<file path="src/rtl/fir_n_tap_sequencer_if.sv">
// Control bus between the FIR_N sequencer and its surroundings: sample/result handshakes,
// coefficient config port, and the RAM/MAC strobes that steer the shared datapath.
interface fir_n_tap_sequencer_if #(
  parameter int AW = 4
);
  logic          in_valid;
  logic          in_ready;
  logic          out_valid;
  logic          out_ready;
  logic          cfg_req;
  logic          cfg_gnt;
  logic          cfg_we;
  logic          flush;
  logic          smp_we;
  logic          smp_zero;
  logic [AW-1:0] smp_waddr;
  logic [AW-1:0] smp_raddr;
  logic [AW-1:0] coef_raddr;
  logic          coef_we;
  logic          mac_en;
  logic          mac_clr;
  logic          acc_capture;
  logic          busy;

  // Environment side: feeds samples, consumes results, drives the config port.
  modport master (
    output in_valid, out_ready, cfg_req, cfg_we, flush,
    input  in_ready, out_valid, cfg_gnt, smp_we, smp_zero, smp_waddr, smp_raddr,
           coef_raddr, coef_we, mac_en, mac_clr, acc_capture, busy
  );

  modport slave (
    input  in_valid, out_ready, cfg_req, cfg_we, flush,
    output in_ready, out_valid, cfg_gnt, smp_we, smp_zero, smp_waddr, smp_raddr,
           coef_raddr, coef_we, mac_en, mac_clr, acc_capture, busy
  );
endinterface

</file>
<file path="src/rtl/fir_n_tap_sequencer.sv">
// Sequencer for a time-multiplexed N-tap FIR: one shared MAC stepped across a circular
// sample RAM and a coefficient RAM, with config-port arbitration and delay-line flush.
module fir_n_tap_sequencer #(
  parameter int N_TAPS  = 16,
  parameter int AW      = $clog2(N_TAPS),
  parameter int MAC_LAT = 2
) (
  input logic                  clk,
  input logic                  rst,
  fir_n_tap_sequencer_if.slave bus
);

  localparam int            DW         = (MAC_LAT > 1) ? $clog2(MAC_LAT) : 1;
  localparam logic [AW-1:0] LAST_TAP   = AW'(N_TAPS - 1);
  localparam logic [DW-1:0] LAST_DRAIN = DW'(MAC_LAT - 1);

  typedef enum logic [2:0] {FLUSH, IDLE, MAC, DRAIN, CAPT, OUT} SeqState;

  SeqState       state_q, state_d;
  logic [AW-1:0] tapIdx_q, tapIdx_d;
  logic [AW-1:0] wrPtr_q, wrPtr_d;
  logic [AW-1:0] base_q, base_d;
  logic [DW-1:0] drainCnt_q, drainCnt_d;
  logic          started_q;

  logic [AW:0]   rdDiff;
  logic [AW-1:0] rdWrap;

  logic          inReady, outValid, cfgGnt, smpWe, smpZero;
  logic [AW-1:0] smpWaddr, smpRaddr, coefRaddr;
  logic          macEn, macClr, accCapture, busyFlag;

  // Newest sample sits at base; tap k reads base-k, folding a borrow back into 0..N_TAPS-1.
  assign rdDiff = {1'b0, base_q} - {1'b0, tapIdx_q};
  assign rdWrap = rdDiff[AW-1:0] + AW'(N_TAPS);

  // started_q holds every strobe low through reset and the first cycle after release.
  always_ff @(posedge clk or posedge rst) begin
    if (rst) begin
      state_q    <= FLUSH;
      tapIdx_q   <= '0;
      wrPtr_q    <= '0;
      base_q     <= '0;
      drainCnt_q <= '0;
      started_q  <= 1'b0;
    end else begin
      state_q    <= state_d;
      tapIdx_q   <= tapIdx_d;
      wrPtr_q    <= wrPtr_d;
      base_q     <= base_d;
      drainCnt_q <= drainCnt_d;
      started_q  <= 1'b1;
    end
  end

  always_comb begin
    state_d    = state_q;
    tapIdx_d   = tapIdx_q;
    wrPtr_d    = wrPtr_q;
    base_d     = base_q;
    drainCnt_d = drainCnt_q;
    inReady    = 1'b0;
    outValid   = 1'b0;
    cfgGnt     = 1'b0;
    smpWe      = 1'b0;
    smpZero    = 1'b0;
    smpWaddr   = '0;
    smpRaddr   = '0;
    coefRaddr  = '0;
    macEn      = 1'b0;
    macClr     = 1'b0;
    accCapture = 1'b0;
    busyFlag   = 1'b0;
    if (started_q) begin
      case (state_q)
        FLUSH: begin
          busyFlag = 1'b1;
          smpWe    = 1'b1;
          smpZero  = 1'b1;
          smpWaddr = tapIdx_q;
          if (tapIdx_q == LAST_TAP) begin
            tapIdx_d = '0;
            wrPtr_d  = '0;
            state_d  = IDLE;
          end else begin
            tapIdx_d = tapIdx_q + 1'b1;
          end
        end
        IDLE: begin
          if (bus.cfg_req) begin
            cfgGnt = 1'b1;
          end else if (bus.flush) begin
            tapIdx_d = '0;
            state_d  = FLUSH;
          end else begin
            inReady = 1'b1;
            if (bus.in_valid) begin
              smpWe    = 1'b1;
              smpWaddr = wrPtr_q;
              base_d   = wrPtr_q;
              wrPtr_d  = (wrPtr_q == LAST_TAP) ? '0 : wrPtr_q + 1'b1;
              tapIdx_d = '0;
              state_d  = MAC;
            end
          end
        end
        MAC: begin
          busyFlag  = 1'b1;
          macEn     = 1'b1;
          macClr    = (tapIdx_q == '0);
          coefRaddr = tapIdx_q;
          smpRaddr  = rdDiff[AW] ? rdWrap : rdDiff[AW-1:0];
          if (tapIdx_q == LAST_TAP) begin
            tapIdx_d   = '0;
            drainCnt_d = '0;
            state_d    = DRAIN;
          end else begin
            tapIdx_d = tapIdx_q + 1'b1;
          end
        end
        DRAIN: begin
          busyFlag = 1'b1;
          if (drainCnt_q == LAST_DRAIN) begin
            state_d = CAPT;
          end else begin
            drainCnt_d = drainCnt_q + 1'b1;
          end
        end
        CAPT: begin
          busyFlag   = 1'b1;
          accCapture = 1'b1;
          state_d    = OUT;
        end
        OUT: begin
          busyFlag = 1'b1;
          outValid = 1'b1;
          if (bus.out_ready) begin
            state_d = IDLE;
          end
        end
        default: begin
          tapIdx_d = '0;
          state_d  = FLUSH;
        end
      endcase
    end
  end

  assign bus.in_ready    = inReady;
  assign bus.out_valid   = outValid;
  assign bus.cfg_gnt     = cfgGnt;
  assign bus.coef_we     = bus.cfg_we & cfgGnt;
  assign bus.smp_we      = smpWe;
  assign bus.smp_zero    = smpZero;
  assign bus.smp_waddr   = smpWaddr;
  assign bus.smp_raddr   = smpRaddr;
  assign bus.coef_raddr  = coefRaddr;
  assign bus.mac_en      = macEn;
  assign bus.mac_clr     = macClr;
  assign bus.acc_capture = accCapture;
  assign bus.busy        = busyFlag;

endmodule

</file>
<file path="src/flat_wrapper.sv">
// flat-port wrapper written by rule: the top's interface ports become plain ports
module fir_n_tap_sequencer_flat 
#(
  parameter int N_TAPS  = 16,
  parameter int AW      = $clog2(N_TAPS),
  parameter int MAC_LAT = 2
)
  (clk, rst, bus_in_valid, bus_out_ready, bus_cfg_req, bus_cfg_we, bus_flush, bus_in_ready, bus_out_valid, bus_cfg_gnt, bus_smp_we, bus_smp_zero, bus_smp_waddr, bus_smp_raddr, bus_coef_raddr, bus_coef_we, bus_mac_en, bus_mac_clr, bus_acc_capture, bus_busy);
  fir_n_tap_sequencer_if #(.AW(AW)) bus_i ();
  input logic clk;
  input logic rst;
  input wire logic [$bits(bus_i.in_valid)-1:0] bus_in_valid;
  input wire logic [$bits(bus_i.out_ready)-1:0] bus_out_ready;
  input wire logic [$bits(bus_i.cfg_req)-1:0] bus_cfg_req;
  input wire logic [$bits(bus_i.cfg_we)-1:0] bus_cfg_we;
  input wire logic [$bits(bus_i.flush)-1:0] bus_flush;
  output wire logic [$bits(bus_i.in_ready)-1:0] bus_in_ready;
  output wire logic [$bits(bus_i.out_valid)-1:0] bus_out_valid;
  output wire logic [$bits(bus_i.cfg_gnt)-1:0] bus_cfg_gnt;
  output wire logic [$bits(bus_i.smp_we)-1:0] bus_smp_we;
  output wire logic [$bits(bus_i.smp_zero)-1:0] bus_smp_zero;
  output wire logic [$bits(bus_i.smp_waddr)-1:0] bus_smp_waddr;
  output wire logic [$bits(bus_i.smp_raddr)-1:0] bus_smp_raddr;
  output wire logic [$bits(bus_i.coef_raddr)-1:0] bus_coef_raddr;
  output wire logic [$bits(bus_i.coef_we)-1:0] bus_coef_we;
  output wire logic [$bits(bus_i.mac_en)-1:0] bus_mac_en;
  output wire logic [$bits(bus_i.mac_clr)-1:0] bus_mac_clr;
  output wire logic [$bits(bus_i.acc_capture)-1:0] bus_acc_capture;
  output wire logic [$bits(bus_i.busy)-1:0] bus_busy;
  assign bus_i.in_valid = bus_in_valid;
  assign bus_i.out_ready = bus_out_ready;
  assign bus_i.cfg_req = bus_cfg_req;
  assign bus_i.cfg_we = bus_cfg_we;
  assign bus_i.flush = bus_flush;
  assign bus_in_ready = bus_i.in_ready;
  assign bus_out_valid = bus_i.out_valid;
  assign bus_cfg_gnt = bus_i.cfg_gnt;
  assign bus_smp_we = bus_i.smp_we;
  assign bus_smp_zero = bus_i.smp_zero;
  assign bus_smp_waddr = bus_i.smp_waddr;
  assign bus_smp_raddr = bus_i.smp_raddr;
  assign bus_coef_raddr = bus_i.coef_raddr;
  assign bus_coef_we = bus_i.coef_we;
  assign bus_mac_en = bus_i.mac_en;
  assign bus_mac_clr = bus_i.mac_clr;
  assign bus_acc_capture = bus_i.acc_capture;
  assign bus_busy = bus_i.busy;
  fir_n_tap_sequencer #(.N_TAPS(N_TAPS), .AW(AW), .MAC_LAT(MAC_LAT)) u_core (.clk(clk), .rst(rst), .bus(bus_i));
endmodule
</file>
<file path="config.mk">
export PLATFORM = sky130hd
export DESIGN_NAME = fir_n_tap_sequencer_flat
export DESIGN_NICKNAME = d
export VERILOG_FILES = /design/src/rtl/fir_n_tap_sequencer_if.sv /design/src/rtl/fir_n_tap_sequencer.sv /design/src/flat_wrapper.sv
export SDC_FILE = /design/constraint.sdc
export NUM_CORES = 1
export LEC_CHECK = 0
export CAP_MARGIN = 0
export CELL_PAD_IN_SITES_DETAIL_PLACEMENT = 1
export CELL_PAD_IN_SITES_GLOBAL_PLACEMENT = 2
export CORE_UTILIZATION = 31
export DETAILED_ROUTE_END_ITERATION = 12
export MAX_ROUTING_LAYER = met4
export PLACE_DENSITY = 0.86
export REMOVE_ABC_BUFFERS = 1
export SETUP_SLACK_MARGIN = 0.15
export SYNTH_ARGS = -nofsm -noshare
export SYNTH_HDL_FRONTEND = slang
export SYNTH_SLANG_ARGS = --single-unit
export TNS_END_PERCENT = 50
</file>
<file path="constraint.sdc">
create_clock -name clk -period 2.8 [get_ports clk]
set_clock_uncertainty 0.1 [all_clocks]
set_input_delay 0.56 -clock clk [delete_from_list [all_inputs] [get_ports clk]]
set_output_delay 0.56 -clock clk [all_outputs]
set_load 0.1 [all_outputs]
</file>
======== After elaboration in Yosys (flattened, before gate mapping) ========
Index checks and enable logic that the tools add are counted.
cells by class
  bitwise operators ....................... 4
  $add $sub $neg .......................... 4
  multiplexer cells ....................... 55
  reduce and logical (&&, ||, !) cells .... 12
  equality and inequality tests ........... 15
operators by type and width
  kind                   number
  $mux W4                17
  $mux W1                25
  $mux W3                7
  $pmux W3 S6            1
  $pmux W4 S2            2
  $pmux W4 S3            1
  $add A4 B1 Y4 const B  2
  $eq A4 B4 Y1 const B   2
  $ne A2 B2 Y1 const B   4
  $reduce_and A7 Y1      1
  $eq A3 B2 Y1 const B   2
  $eq A3 B3 Y1 const B   2
  $ne A2 B1 Y1 const B   3
  $reduce_and A6 Y1      1
  $reduce_and A5 Y1      1
  $reduce_or A5 Y1       1
  $logic_not A4 Y1       1
  $pmux W1 S2            2
  $reduce_and A4 Y1      1
  $reduce_bool A2 Y1     2
  $sub A4 B4 Y4          1
  $eq A3 B1 Y1 const B   1
  $logic_not A3 Y1       1
  $ne A3 B3 Y1 const B   1
  other kinds (6)        8
storage, ports and cells
  register bits ........................... 17
  logic and storage cells ................. 96
  bits of input ports ..................... 7
  output and inout port bits .............. 22

======== Longest topological paths before layout ========
  depth after elaboration ................. 6
  mapped depth ............................ 6
  depth with buffers taken out ............ 6

======== Least setup slack after synthesis ========
OpenSTA, ideal clock, no wires.
  path kind ............................... reg-to-output
  start point ............................. register u_core.state_q[2]
  end point ............................... output bus_mac_clr
  setup slack ............................. -2.085 ns
  arrival time ............................ 4.225 ns
  data required time ...................... 2.140 ns
  stages on the path, launching flop included .. 5
  buffers on the path ..................... 1
  cells stage by stage .................... dfrtp_1 clkbuf_1 nor2_1 nand3_1 nor4b_1
on the way
  word-level cells in the longest chain between the ends .. 3
RTL lines
  element                   line                       source
  start: declaration        fir_n_tap_sequencer.sv:19  SeqState state_q, state_d;
  start signal: assignment  fir_n_tap_sequencer.sv:47  state_q <= state_d;
  $eq A3 B2 Y1              fir_n_tap_sequencer.sv:75  case (state_q)
  $mux W1                   fir_n_tap_sequencer.sv:75
  $mux W1                   fir_n_tap_sequencer.sv:74  if (started_q) begin
  end: declaration          flat_wrapper.sv:27         output wire logic [$bits(bus_i.mac_clr)-1:0] bus_mac_clr;
Every way passes these cells.

======== Worst setup path in the final report ========
  start point ............................. input bus_cfg_req
  end point ............................... output bus_smp_waddr[3]
on the way
  word-level cells in the longest chain between the ends .. 3
RTL lines
  element             line                       source
  start: declaration  flat_wrapper.sv:14         input wire logic [$bits(bus_i.cfg_req)-1:0] bus_cfg_req;
  $mux W4             fir_n_tap_sequencer.sv:90  if (bus.cfg_req) begin
  $pmux W4 S2         fir_n_tap_sequencer.sv:75
  $mux W4             fir_n_tap_sequencer.sv:74
  end: declaration    flat_wrapper.sv:22         output wire logic [$bits(bus_i.smp_waddr)-1:0] bus_smp_waddr;
Every way passes these cells.

==> reports/results.tsv <==
metric	value	unit
status	complete, no violations	
total track usage	18.5	%
CP Data Required Time	2140	ps
final-stage net count	192	
CORE AREA	0.00377	mm^2
Sink Count	17	
first-pass GRT wire length	5880	um
Sw Share	54.8	%
Die Width	65.5	um
fmax	0.385	GHz
Post-CTS Hold Buffers	0	
layout cells sized above 1	32.8	%
WL per Instance	16.1	um
clock-pin slew on the worst setup and hold paths	70	ps
critical path peak fanout	5	
Max Transition Viols Final	0	
cell area after synthesis	0.00125	mm^2
worst hold slack	428	ps
Clock Path Buffers	2	
Synth async-reset ratio	100	%
I/O Buffers	28	
drc violations	0	
HP Class	flop to flop	
IO Pins	29	
fin cells	225	
vias in the first global route	1209	
Initial DRC Count	43	
crit end category	primary output	
Filler cells	436	
EDFF count, synth	0	
die area	0.00429	mm^2
largest net degree at the start of global routing	18	
clock power share	9.2	%
Seq/Total Area, Yosys	34.0	%
PD cells	1050	mW/mm^2
yosys warns	0	
Via-to-Cell Ratio	5.35	
WP data arrival	1940	ps
placed cell area	0.00182	mm^2
slowest stage delay, CP	390	ps
Remaining Overflow, GRT	0	
unrepaired setup endpoints after global routing	yes	
crit-path cells	dlygate4sd2_1, or3b_4, nor3_4, buf_6, a22oi_2, nor2_1, buf_12	
Synth Flop Type	dfrtp_1	
Final Hold Viols	0	
Mapped Cells	143	
Final period util	92.8	%
max-cap violations	0	
clock latency on the worst-skew pair	250	ps
count of final setup violators	0	
Via Count	1203	
sw power	1.10	mW
number of core rows	22	
initial core utilization	33.1	%
Antenna Nets Post-Route	0	
CTS H-tree depth	1	
area grow syn2layout	53.4	%
Worst setup SP type	input port	
TritonRoute pass-1 iters	5	
internal power	0.910	mW
min Tclk post-route	2600	ps
synth unique cells	45	
Die Y-Extent	65.5	um
slew at the pin closest to its max-slew limit	693	ps
placed insts	219	
Max VDD drop	471	uV
CP max-delay cell	or3b_4	
syn_area_per_cell	8.74	um^2
Reg power frac	22.2	%
Post-Layout Inst Area	0.00192	mm^2
final RePlAce weighted congestion	0.803	
final wirelength	3610	um
initial antenna violation count	0	
Combinational Power Share	68.6	%
#FFs+latches synth	17	
Final HPWL DP	2820	um
Final Util	50.8	%
# diodes	0	
setup_tns	0	ps
static leakage	0.846	nW
relative slew slack	53.8	%
root buf cell	clkbuf_8	
WS Path Type	input port to primary output	
CTS tree	done	
number of CTS-inserted buffers	3	
==> cells in the mapped netlist (3+ instances only) <==
library cell	number	area (um^2)
and2_1	3	18.8
nor3_1	4	20.0
nor3b_1	3	22.5
buf_2	3	15.0
dfrtp_1	17	425
inv_1	9	33.8
o21ai_0	8	40.0
a22o_1	6	52.6
and3_1	4	25.0
a21oi_1	4	20.0
nand3_1	3	15.0
clkbuf_1	3	11.3
a22oi_1	4	30.0
nor2_1	17	63.8
nand2_1	13	48.8
ha_1	6	75.1
mux2_4	4	60.1
==> power by group through the flow <==
stage	clock network [mW]	registers, mW	logic (mW)
6_report	0.185	0.448	1.38
5_1_grt	0.199	0.461	1.46
4_1_cts	0.188	0.435	1.38
3_5_place_dp	0	0.437	1.36
3_3_place_gp	0	0.430	1.32
2_1_floorplan	0	0.416	0.879
==> cell families (layout without fill, tap and decap cells) <==
| group | count (synthesis) | after routing | synth area share, % |
|---|---|---|---|
| DFF | 17 | 17 | 34.0 |
| xor gates and xnor gates | 2 | 2 | 1.40 |
| other | 1 | 1 | 0.300 |
| buffers and inverters | 17 | 51 | 6.01 |
| adders and majority gates | 7 | 7 | 7.61 |
| AOI/OAI and AO/OA | 36 | 36 | 20.3 |
| muxes | 4 | 4 | 4.80 |
| and+or+nand+nor | 59 | 59 | 25.5 |
==> layout by cell type, fill, tap and decap left out, types with 2 or more instances in the layout <==
cell             synthesis  final
buf_12                   0     21
dfrtp_1                 17     14
nand2_1                 13     13
nor2_1                  17     13
buf_4                    0     10
o21ai_0                  8      8
inv_1                    9      8
a22o_1                   6      6
ha_1                     6      6
nor2_2                   0      4
and3_1                   4      4
mux2_4                   4      4
a21oi_1                  4      4
and2_1                   3      3
nor3_1                   4      3
clkbuf_8                 0      3
clkdlybuf4s50_1          0      3
dfrtp_2                  0      3
nand3_1                  3      2
nor3b_2                  1      2
nor3b_1                  3      2
a31oi_1                  2      2
xnor2_1                  2      2
a22oi_1                  4      2
a22oi_2                  0      2
nor2b_1                  2      2
dlygate4sd2_1            0      2
==> sequential cells by signal, indices dropped and copies added, names as in the netlist <==
signal,cells
u_core.started_q,1
u_core.wrPtr_q,4
u_core.state_q,3
u_core.tapIdx_q,4
u_core.base_q,4
u_core.drainCnt_q,1
==> routing by layer <==
metal  GRT usage, %  up-vias  share of wire, %
met4           7.34        0               1.2
li1               -      578                 -
met1           22.6      591                44
met3           1.04        4               3.0
met5              -        -                 0
met2           32.0       30                51
==> worst max-delay path: cells and delay by family <==
kind / cells / cell delay [ps]
AO/OA/AOI/OAI: 1 / 70
AND/OR/NAND/NOR: 3 / 720
buffers and inverters: 3 / 580
==> through the flow <==
step | worst slack, ps | total power [mW]
final | 200 | 2.01
after global routing | 118 | 2.12
after CTS | 103 | 2.00
after detailed placement | -223 | 1.79
after global placement | -159 | 1.75
after floorplan | -2000 | 1.30
==> cell type report <==
class | instances | area, um^2 | share of cell area (%)
Multi-Input combinational cell | 109 | 787 | 41.1
Timing Repair Buffer | 38 | 559 | 29.2
Sequential cell | 17 | 429 | 22.4
Tap cell | 48 | 60.1 | 3.13
Clock buffer | 4 | 45.0 | 2.35
Inverter | 9 | 36.3 | 1.89
==> final timing paths <==
| kind | end | startpoint | slack, ps | depth (start not counted) |
|---|---|---|---|---|
| worst max-delay path | bus_smp_waddr[3] | bus_cfg_req | 200 | 7 |
| worst min-delay path | u_core.base_q[0] | u_core.base_q[0] | 430 | 1 |
| worst max register to register | u_core.wrPtr_q[1] | u_core.started_q | 900 | 4 |
| worst min register to register | u_core.base_q[0] | u_core.base_q[0] | 430 | 1 |
| max in group asynchronous | u_core.tapIdx_q[1] | rst | 1480 | 2 |
| min in group asynchronous | u_core.base_q[3] | rst | 630 | 2 |
==> what timing repair did <==
item | 4_1_cts | 5_1_grt
setup endpoints to repair | 8 | 8
gates resized for setup | 11 | 10
endpoints found under the hold margin | 0 | 0
pin swaps | 4 | 3
buffers inserted | 2 | 0
Note: power is estimated with default switching activity, not from simulation.
